### config.mk
export PLATFORM = sky130hd
export DESIGN_NAME = gate_sched_ctrl
export DESIGN_NICKNAME = d
export VERILOG_FILES = /design/src/rtl/gate_sched_pkg.sv /design/src/rtl/gate_sched_ovf_ext.sv /design/src/rtl/gate_sched_ctrl.sv
export SDC_FILE = /design/constraint.sdc
export NUM_CORES = 1
export LEC_CHECK = 0
export BUFFER_PORTS_ARGS = -buffer_cell sky130_fd_sc_hd__buf_2
export CELL_PAD_IN_SITES_DETAIL_PLACEMENT = 1
export CELL_PAD_IN_SITES_GLOBAL_PLACEMENT = 2
export CORE_MARGIN = 2
export CORE_UTILIZATION = 36
export DETAILED_ROUTE_END_ITERATION = 12
export GPL_ROUTABILITY_DRIVEN = 0
export PLACE_DENSITY_LB_ADDON = 0.2
export REMOVE_ABC_BUFFERS = 1
export SETUP_SLACK_MARGIN = 0.4
export SYNTH_ARGS = -nofsm -noshare
export SYNTH_HDL_FRONTEND = slang
export SYNTH_HIERARCHICAL = 1
export SYNTH_SLANG_ARGS = --single-unit
### constraint.sdc
create_clock -name clk -period 3 [get_ports clk]
set_input_delay 0.3 -clock clk [delete_from_list [all_inputs] [get_ports clk]]
set_output_delay 0.3 -clock clk [all_outputs]
set_load 0.005 [all_outputs]
### src/rtl/gate_sched_pkg.sv
// gate_sched_pkg: FSM state encodings and default widths shared by the gate scheduler and the counter bench.
package gate_sched_pkg;
  typedef enum logic [2:0] {
    S_IDLE   = 3'd0,
    S_CLEAR  = 3'd1,
    S_GATE   = 3'd2,
    S_SETTLE = 3'd3,
    S_DONE   = 3'd4
  } state_t;
  localparam int CNTR_WIDTH_DEF = 8;
  localparam int GATE_W_DEF = 16;
endpackage

### src/rtl/gate_sched_ovf_ext.sv
// gate_sched_ovf_ext: counter-overflow rising-edge detect with sticky flag.
// With GATE_SCHED_OVF_EXTEND_EN a saturating extension counter replaces the sticky bit.
module gate_sched_ovf_ext
`ifdef GATE_SCHED_OVF_EXTEND_EN
  #(parameter int EXT_W = 8)
`endif
(
  input  logic clk,
  input  logic rst_n,
  input  logic clr,
  input  logic en,
  input  logic ovf_in,
`ifdef GATE_SCHED_OVF_EXTEND_EN
  output logic [EXT_W-1:0] ext,
`endif
  output logic flag
);
  logic ovf_d;
  logic rise;
  assign rise = en & ovf_in & ~ovf_d;
`ifdef GATE_SCHED_OVF_EXTEND_EN
  always_ff @(posedge clk or negedge rst_n)
    if (!rst_n) begin
      ovf_d <= 1'b0;
      ext <= '0;
    end else begin
      ovf_d <= ovf_in;
      ext <= clr ? '0 : ext + EXT_W'(rise & ~&ext);
    end
  assign flag = &ext;
`else
  always_ff @(posedge clk or negedge rst_n)
    if (!rst_n) begin
      ovf_d <= 1'b0;
      flag <= 1'b0;
    end else begin
      ovf_d <= ovf_in;
      flag <= clr ? 1'b0 : flag | rise;
    end
`endif
endmodule

### src/rtl/gate_sched_ctrl.sv
// gate_sched_ctrl: clear / gate / settle / latch sequencer for one peak counter, result held under valid/ack.
// Optional GATE_SCHED_OVF_EXTEND_EN widens result_count with a saturating overflow extension.
module gate_sched_ctrl
  import gate_sched_pkg::*;
#(
  parameter int CNTR_WIDTH = CNTR_WIDTH_DEF,
  parameter int GATE_W = GATE_W_DEF,
  parameter int SETTLE_CYC = 3
`ifdef GATE_SCHED_OVF_EXTEND_EN
  , parameter int EXT_W = 8
`endif
) (
  input  logic clk,
  input  logic rst_n,
  input  logic start,
  input  logic abort,
  input  logic [GATE_W-1:0] gate_len,
  output logic cnt_rst,
  output logic cnt_clken,
  input  logic [CNTR_WIDTH-1:0] cnt_count,
  input  logic cnt_overflow,
  output logic busy,
  output logic result_valid,
  input  logic result_ack,
`ifdef GATE_SCHED_OVF_EXTEND_EN
  output logic [EXT_W+CNTR_WIDTH-1:0] result_count,
`else
  output logic [CNTR_WIDTH-1:0] result_count,
`endif
  output logic result_overflow
);
  localparam int SW = $clog2(SETTLE_CYC + 1);
  state_t state;
  logic [GATE_W-1:0] gate_left;
  logic [SW-1:0] settle_cnt;
  logic flag;
`ifdef GATE_SCHED_OVF_EXTEND_EN
  logic [EXT_W-1:0] ext;
  logic [EXT_W+CNTR_WIDTH-1:0] res_next;
  assign res_next = {ext, cnt_count};
  gate_sched_ovf_ext #(.EXT_W(EXT_W)) u_ovf (
    .clk, .rst_n, .clr(state == S_CLEAR), .en(state == S_GATE || state == S_SETTLE),
    .ovf_in(cnt_overflow), .ext, .flag
  );
`else
  logic [CNTR_WIDTH-1:0] res_next;
  assign res_next = cnt_count;
  gate_sched_ovf_ext u_ovf (
    .clk, .rst_n, .clr(state == S_CLEAR), .en(state == S_GATE || state == S_SETTLE),
    .ovf_in(cnt_overflow), .flag
  );
`endif
  always_ff @(posedge clk or negedge rst_n)
    if (!rst_n) begin
      state <= S_IDLE;
      cnt_rst <= 1'b0;
      cnt_clken <= 1'b0;
      busy <= 1'b0;
      result_valid <= 1'b0;
      result_count <= '0;
      result_overflow <= 1'b0;
      gate_left <= '0;
      settle_cnt <= '0;
    end else begin
      if (result_ack) result_valid <= 1'b0;
      if (abort) begin
        state <= S_IDLE;
        cnt_rst <= 1'b0;
        cnt_clken <= 1'b0;
        busy <= 1'b0;
      end else case (state)
        S_IDLE: if (start && gate_len != '0) begin
          state <= S_CLEAR;
          gate_left <= gate_len;
          cnt_rst <= 1'b1;
          busy <= 1'b1;
        end
        S_CLEAR: begin
          state <= S_GATE;
          cnt_rst <= 1'b0;
          cnt_clken <= 1'b1;
        end
        // gate_left only counts down from the loaded length, so the all-ones length cannot wrap
        S_GATE: if (gate_left == GATE_W'(1)) begin
          state <= S_SETTLE;
          cnt_clken <= 1'b0;
          settle_cnt <= '0;
        end else gate_left <= gate_left - 1'b1;
        S_SETTLE: if (settle_cnt == SW'(SETTLE_CYC - 1)) state <= S_DONE;
                  else settle_cnt <= settle_cnt + 1'b1;
        S_DONE: begin
          state <= S_IDLE;
          busy <= 1'b0;
          result_count <= res_next;
          result_overflow <= flag;
          result_valid <= 1'b1;
        end
        default: state <= S_IDLE;
      endcase
    end
endmodule

==> qor.yml, run 1 <==
floorplan:
  fp.dieH_um: 78.62
  rows: 27
  initial_core_util_pct: 36.85
  chipWidth_um: 78.62
  io_pins: 43
  die-area_um2: 6180
  coreArea_um2: 5439
worst_setup_path:
  crit_slowest_cell: "nor3b_1"
  end_kind: "flop"
  crit_chain: "inv_1 > ha_1 > nor3b_1 > nand4b_1 > o311ai_0 > o211ai_1"
  start_kind: "flop"
  r2r-start: "gate_left[1]$_DFFE_PN0P_"
  worstPathRequired_ns: 3.16
  critPathBufInv: 1
  max_stage_delay_ns: 0.73
  critical_path.top_delay_family: "simple AND/OR/NAND/NOR gates"
  crit_fanout: 6
  worstSetupPathType: "reg2reg"
  worstSetupStartpoint: "gate_left[1]$_DFFE_PN0P_"
  cp.depth: 6
  reg2reg_depth: 6
  crit_arrival_ns: 2.54
logic_synthesis:
  synthTopCellsByArea: "dfrtp_1 45%, mux2_2 5.1%, a21oi_1 4.2%"
  synthArstFlopShare_pct: 100.0
  synth_cell_types: 52
  syn_inst: 207
  syn-cell-area_um2: 2004
  seq_area_frac_synth_pct: 44.94
  synth_seq_cells: 36
  synth.most_common_cell: "dfrtp_1"
  synthFlopType: "dfrtp_1"
  synth_warnings: 6
  yosys.area.top_type: "dfrtp_1"
  yosysTopAreaCellShare_pct: 44.94
  yosys-top-cells-count: "36 x dfrtp_1, 19 x nand2_1, 17 x a21oi_1"
  synth_edf_count: 0
  syn_avg_cell_area_um2: 9.683
clocking:
  htreeDepth: 2
  cts_buffers: 5
  cts_tree: "built"
  cts_resized: 0
  numClockSinks: 36
  ctsRootBufferMaster: "clkbuf_8"
  cts_setup_buffers: 0
  clk_latency_ns: 0.29
  ctsHoldBuffers: 0
  cts.path.max_buffers: 2
  clkTransAtPathRegs_ns: 0.08
cells_and_area:
  diodes: 0
  layout-drive-gt1-share_pct: 30.43
  final_nets: 285
  area_delta_synth_final_pct: 18.91
  final_util_pct: 43.82
power_and_ir_drop:
  ir_drop_mv: 0.3076
  power.total_mw: 1.501
  p_leak_nw: 1.082
  powerDensity_nw_per_um2: 629.9
timing:
  hold_viol: 0
  period_needed_ns: 2.380
  worst_pin_slew_ns: 0.8761
  finalSetupViolations: 0
  period_share_pct: 79.34
  slew_headroom_pct: 41.47
  slew_violations: 0
  fmax_mhz: 420.2
  finClkSkew_ns: 0.007293
  fin_setup_tns_ns: 0
  rsz0062_at_grt: "no"
detailed_routing:
  drt_iter0_drc: 116
  drtPass1Iterations: 4
  routed_wl_um: 5592
  ant_nets: 0
  num_vias: 1823
  avgViaCountPerCell: 5.609
  routedWlPerCell_um: 17.21
  drc: 0
grt:
  grtUsageTotal_pct: 19.35
  grt_first_pass_wirelength_um: 9328
  grt_overflow_total: 0
  grt_pass1_vias: 1907
  antenna_found_initial: 0
  grt_max_degree: 37
worst_hold_path:
  min_path_type: "in2async"
placed_design:
  portBuffers: 42
  dp_hpwl_um: 4004
outcome:
  status: "completed"
run:
  cap_violations: 0
[worst register-to-register path, cell delays in order, from the launching register on]
cell and delay [ns]:
dfrtp_1 0.42, inv_1 0.12, ha_1 0.19, nor3b_1 0.73, nand4b_1 0.28, o311ai_0 0.38, o211ai_1 0.13
[worst paths after layout]
kind | slack, ns | endpoint
min in group clk | 0.13 | u_ovf/ovf_d$_DFF_PN0_
hold reg to reg | 0.47 | result_valid$_DFF_PN0_
max in group asynchronous | 2.36 | result_count[2]$_DFFE_PN0P_
setup / recovery | 0.62 | gate_left[14]$_DFFE_PN0P_
setup reg to reg | 0.62 | gate_left[14]$_DFFE_PN0P_
hold / removal | 0.11 | gate_left[14]$_DFFE_PN0P_
[logic make-up after synthesis]
family	count (synthesis)	share of synthesized area, %
AOI/OAI and AO/OA	69	22.29
adders and majority gates	3	1.873
buffers and inverters	19	5.555
DFF	36	44.94
muxes	9	5.056
and+or+nand+nor	71	20.29
[area by class of cell]
type / instances / area [um^2]
fillers: 659 / 3055
multi-input cells: 152 / 1010
flip-flops and latches: 36 / 900.9
repair buffers: 48 / 255.2
well taps: 72 / 90.09
clock buffers: 7 / 86.33
inverters: 9 / 33.78
clock inverters: 1 / 7.507
[state kept, by name, summed over array words and instances, names as in the netlist]
register / cells
result_overflow: 1
result_count: 8
gate_left: 16
cnt_clken: 1
u_ovf/flag: 1
u_ovf/ovf_d: 1
busy: 1
cnt_rst: 1
result_valid: 1
settle_cnt: 2
state: 3
[report_power, final]
part,switching (mW),internal [mW]
registers,0.131,0.589
logic,0.232,0.178
clock network,0.184,0.187
total,0.547,0.954
[cells in the final DEF, fill, tap and decap left out, types with 3 or more instances in the layout]
| cell type | instances |
|---|---|
| o21ai_1 | 3 |
| o21ai_0 | 13 |
| buf_2 | 42 |
| nand2_1 | 19 |
| clkbuf_8 | 6 |
| a31oi_1 | 9 |
| a21oi_1 | 17 |
| buf_4 | 6 |
| dfrtp_1 | 36 |
| nor2_1 | 12 |
| o31ai_1 | 4 |
| nand3_1 | 6 |
| o22ai_1 | 4 |
| mux2_2 | 9 |
| ha_1 | 3 |
| nor4_1 | 5 |
| inv_1 | 9 |
| nor3_1 | 7 |
[per-stage QoR]
| stage | setup WS [ns] | hold WS [ns] | cell area (um^2) | instances |
|---|---|---|---|---|
| floorplan | 0.1977 | 0.004409 | 1927 | 197 |
| global placement | 0.4443 | 0.4259 | 2283 | 317 |
| detailed placement | 0.5575 | 0.4314 | 2283 | 317 |
| CTS | 0.5283 | 0.1262 | 2377 | 325 |
| global route | 0.4738 | 0.1222 | 2384 | 325 |
| finish | 0.6199 | 0.1069 | 2384 | 325 |
[per-layer routing]
layer	wire [um]	global-route usage [%]
met5	0	0
met4	87	5.088
met3	222	4.828
met2	2716	31.28
met1	2566	25.82
Note: power is estimated with default switching activity, not from simulation.
==> inputs of run 2 (changes only) <==
- CORE_UTILIZATION: 36 -> 30
- clock period: 3 -> 2 ns (I/O delays scaled with it)
==> run 2 against run 1 <==
Against the previous run: the flow now finishes with violations (design-rule violations); die area increased by 19%; global-route usage is 1.5 points lower; worst setup slack worse by 0.53 ns; combinational power rose to 2.7 times the previous value; clock power up 80%; hold slack worse by 0.084 ns; clock-buffer cell count down 2; power is 89% higher; clock skew shrank 0.0024 ns; cell area is 23% higher; sequential power grew 51%; wire length increased by 25%; critical path type unchanged; largest power group unchanged; highest routed layer unchanged.
==> qor.yml, run 2 (synthesized netlist as in run 1, its figures left out) <==
outcome:
  status: "complete, but fails checks"
  violations: "design-rule violations"
worst_setup_path:
  worstSetupPathType: "reg2reg"
  critical_path.top_delay_family: "simple AND/OR/NAND/NOR gates"
  end_kind: "flop"
  critPathBufInv: 1  # unchanged
  worstPathRequired_ns: 2.22  # -0.94 ns
  reg2reg_depth: 6  # unchanged
  crit_arrival_ns: 2.13  # -0.41 ns
  start_kind: "flop"
  max_stage_delay_ns: 0.55  # -0.18 ns
  crit_chain: "or4_4 > nand4b_4 > o21ai_4 > buf_12 > nor2_4 > a21oi_1"
  crit_slowest_cell: "or4_4"
  crit_fanout: 9  # +3
  cp.depth: 6  # unchanged
cells_and_area:
  largestRegisters: "gate_left (16), result_count (8), state (3)"
  diodes: 0  # unchanged
  largest_register_ffs: 16  # unchanged
  nFillCells: 734  # +11%
  final_nets: 324  # +14%
  final_cell_mix: "42 x buf_2, 37 x buf_4, 34 x dfrtp_1"
  layout_commonest_cell: "buf_2"
  regMostFlops: "gate_left"
  layout.cells.non_filler: 369  # +14%
  area_delta_synth_final_pct: 46.38
  stdcell_area_um2: 2934  # +23%
  layout-drive-gt1-share_pct: 49.32  # +19 points
  final_util_pct: 45.68  # +1.9 points
worst_hold_path:
  min_path_cells: 1
  min_path_type: "in2reg"
timing:
  worst_pin_slew_ns: 0.5696  # -0.3065 ns
  whs_ns: 0.02264  # -0.08423 ns
  period_needed_ns: 1.909  # -0.4713 ns
  fmax_mhz: 523.9  # +25%
  setup_slack_ns: 0.09122  # -0.5287 ns
  slew_headroom_pct: 62.03  # +21 points
  fin_setup_tns_ns: 0  # unchanged
  rsz0062_at_grt: "yes"
  finClkSkew_ns: 0.004934  # -0.002359 ns
  finalSetupViolations: 0  # unchanged
  period_share_pct: 95.44  # +16 points
  hold_viol: 0  # unchanged
  slew_violations: 0  # unchanged
clocking:
  cts.path.max_buffers: 2  # unchanged
  htreeDepth: 2  # unchanged
  numClockSinks: 36  # unchanged
  cts_buffers: 5  # unchanged
  clk_latency_ns: 0.29  # about the same
  ctsRootBufferMaster: "clkbuf_8"
  cts_tree: "built"
  clkTransAtPathRegs_ns: 0.08  # about the same
detailed_routing:
  ant_nets: 0  # unchanged
  drc: 4  # +4
  routed_wl_um: 6982  # +25%
  routedWlPerCell_um: 18.92  # +10%
  drt_iter0_drc: 113  # -2.6%
  drtPass1Iterations: 10  # +6
  num_vias: 1992  # +9.3%
  avgViaCountPerCell: 5.398  # -3.8%
power_and_ir_drop:
  power.total_mw: 2.842  # +89%
  powerDensity_nw_per_um2: 968.7  # +54%
  ir_drop_mv: 0.3963  # +29%
  p_leak_nw: 1.320  # +22%
grt:
  grt_max_degree: 32  # -14%
  grt_first_pass_wirelength_um: 10270  # +10%
  antenna_found_initial: 0  # unchanged
  grtUsageTotal_pct: 17.88  # -1.5 points
  grt_overflow_total: 0  # unchanged
  grt_pass1_vias: 2039  # +6.9%
placed_design:
  dpl_cell_area_um2: 2482  # +8.7%
  dp_slack_ns: 0.07059  # -0.4869 ns
  dp_hpwl_um: 4487  # +12%
  dp.cells: 346  # +9.1%
  portBuffers: 42  # unchanged
floorplan:
  io_pins: 43  # unchanged
  chipWidth_um: 85.74  # +9.1%
  initial_core_util_pct: 31.21  # -5.6 points
  die-area_um2: 7351  # +19%
  rows: 29  # +7.4%
  fp.dieH_um: 85.74  # +9.1%
  coreArea_um2: 6422  # +18%
run:
  cap_violations: 0  # unchanged
## run 2: routing by layer
layer  part of all wire [%]  up-vias  GRT usage [%]
li1                       -      944              -
met1                     45     1014          23.50
met2                     51       28          30.82
met3                    2.5        6          3.176
met4                   0.74        0          3.896
met5                      0        -              0
## run 2: area by class of cell
cell class	instances	area (um^2)	share of cell area [%]
multi-input cells	152	1191	40.60
inverters	9	33.78	1.151
flip-flops and latches	36	903.4	30.79
clock inverters	3	42.54	1.450
clock buffers	5	68.82	2.345
repair buffers	87	598.1	20.38
well taps	77	96.34	3.284
## run 2: final timing paths
| check | from | endpoint | slack, ns |
|---|---|---|---|
| worst max-delay path | gate_left[13]$_DFFE_PN0P_ | gate_left[7]$_DFFE_PN0P_ | 0.09 |
| worst min-delay path | cnt_overflow | u_ovf/ovf_d$_DFF_PN0_ | 0.02 |
| worst max register to register | gate_left[13]$_DFFE_PN0P_ | gate_left[7]$_DFFE_PN0P_ | 0.09 |
| worst min register to register | result_valid$_DFF_PN0_ | result_valid$_DFF_PN0_ | 0.48 |
| max in group asynchronous | rst_n | result_count[6]$_DFFE_PN0P_ | 0.96 |
| min in group asynchronous | rst_n | gate_left[6]$_DFFE_PN0P_ | 0.42 |
## run 2: timing repair
| action | in CTS | in global routing |
|---|---|---|
| hold buffers | 1 | 0 |
| setup buffers | 6 | 8 |
| endpoints found under the hold margin | 20 | 0 |
| setup endpoints to repair | 20 | 20 |
| resized for setup | 16 | 32 |
| gates cloned | 0 | 0 |
| pin swaps | 11 | 11 |
## run 2: power by group
part / internal (mW) / switching [mW]
Clock: 0.369 / 0.299
Combinational: 0.543 / 0.546
Sequential: 0.886 / 0.199
Total: 1.80 / 1.04
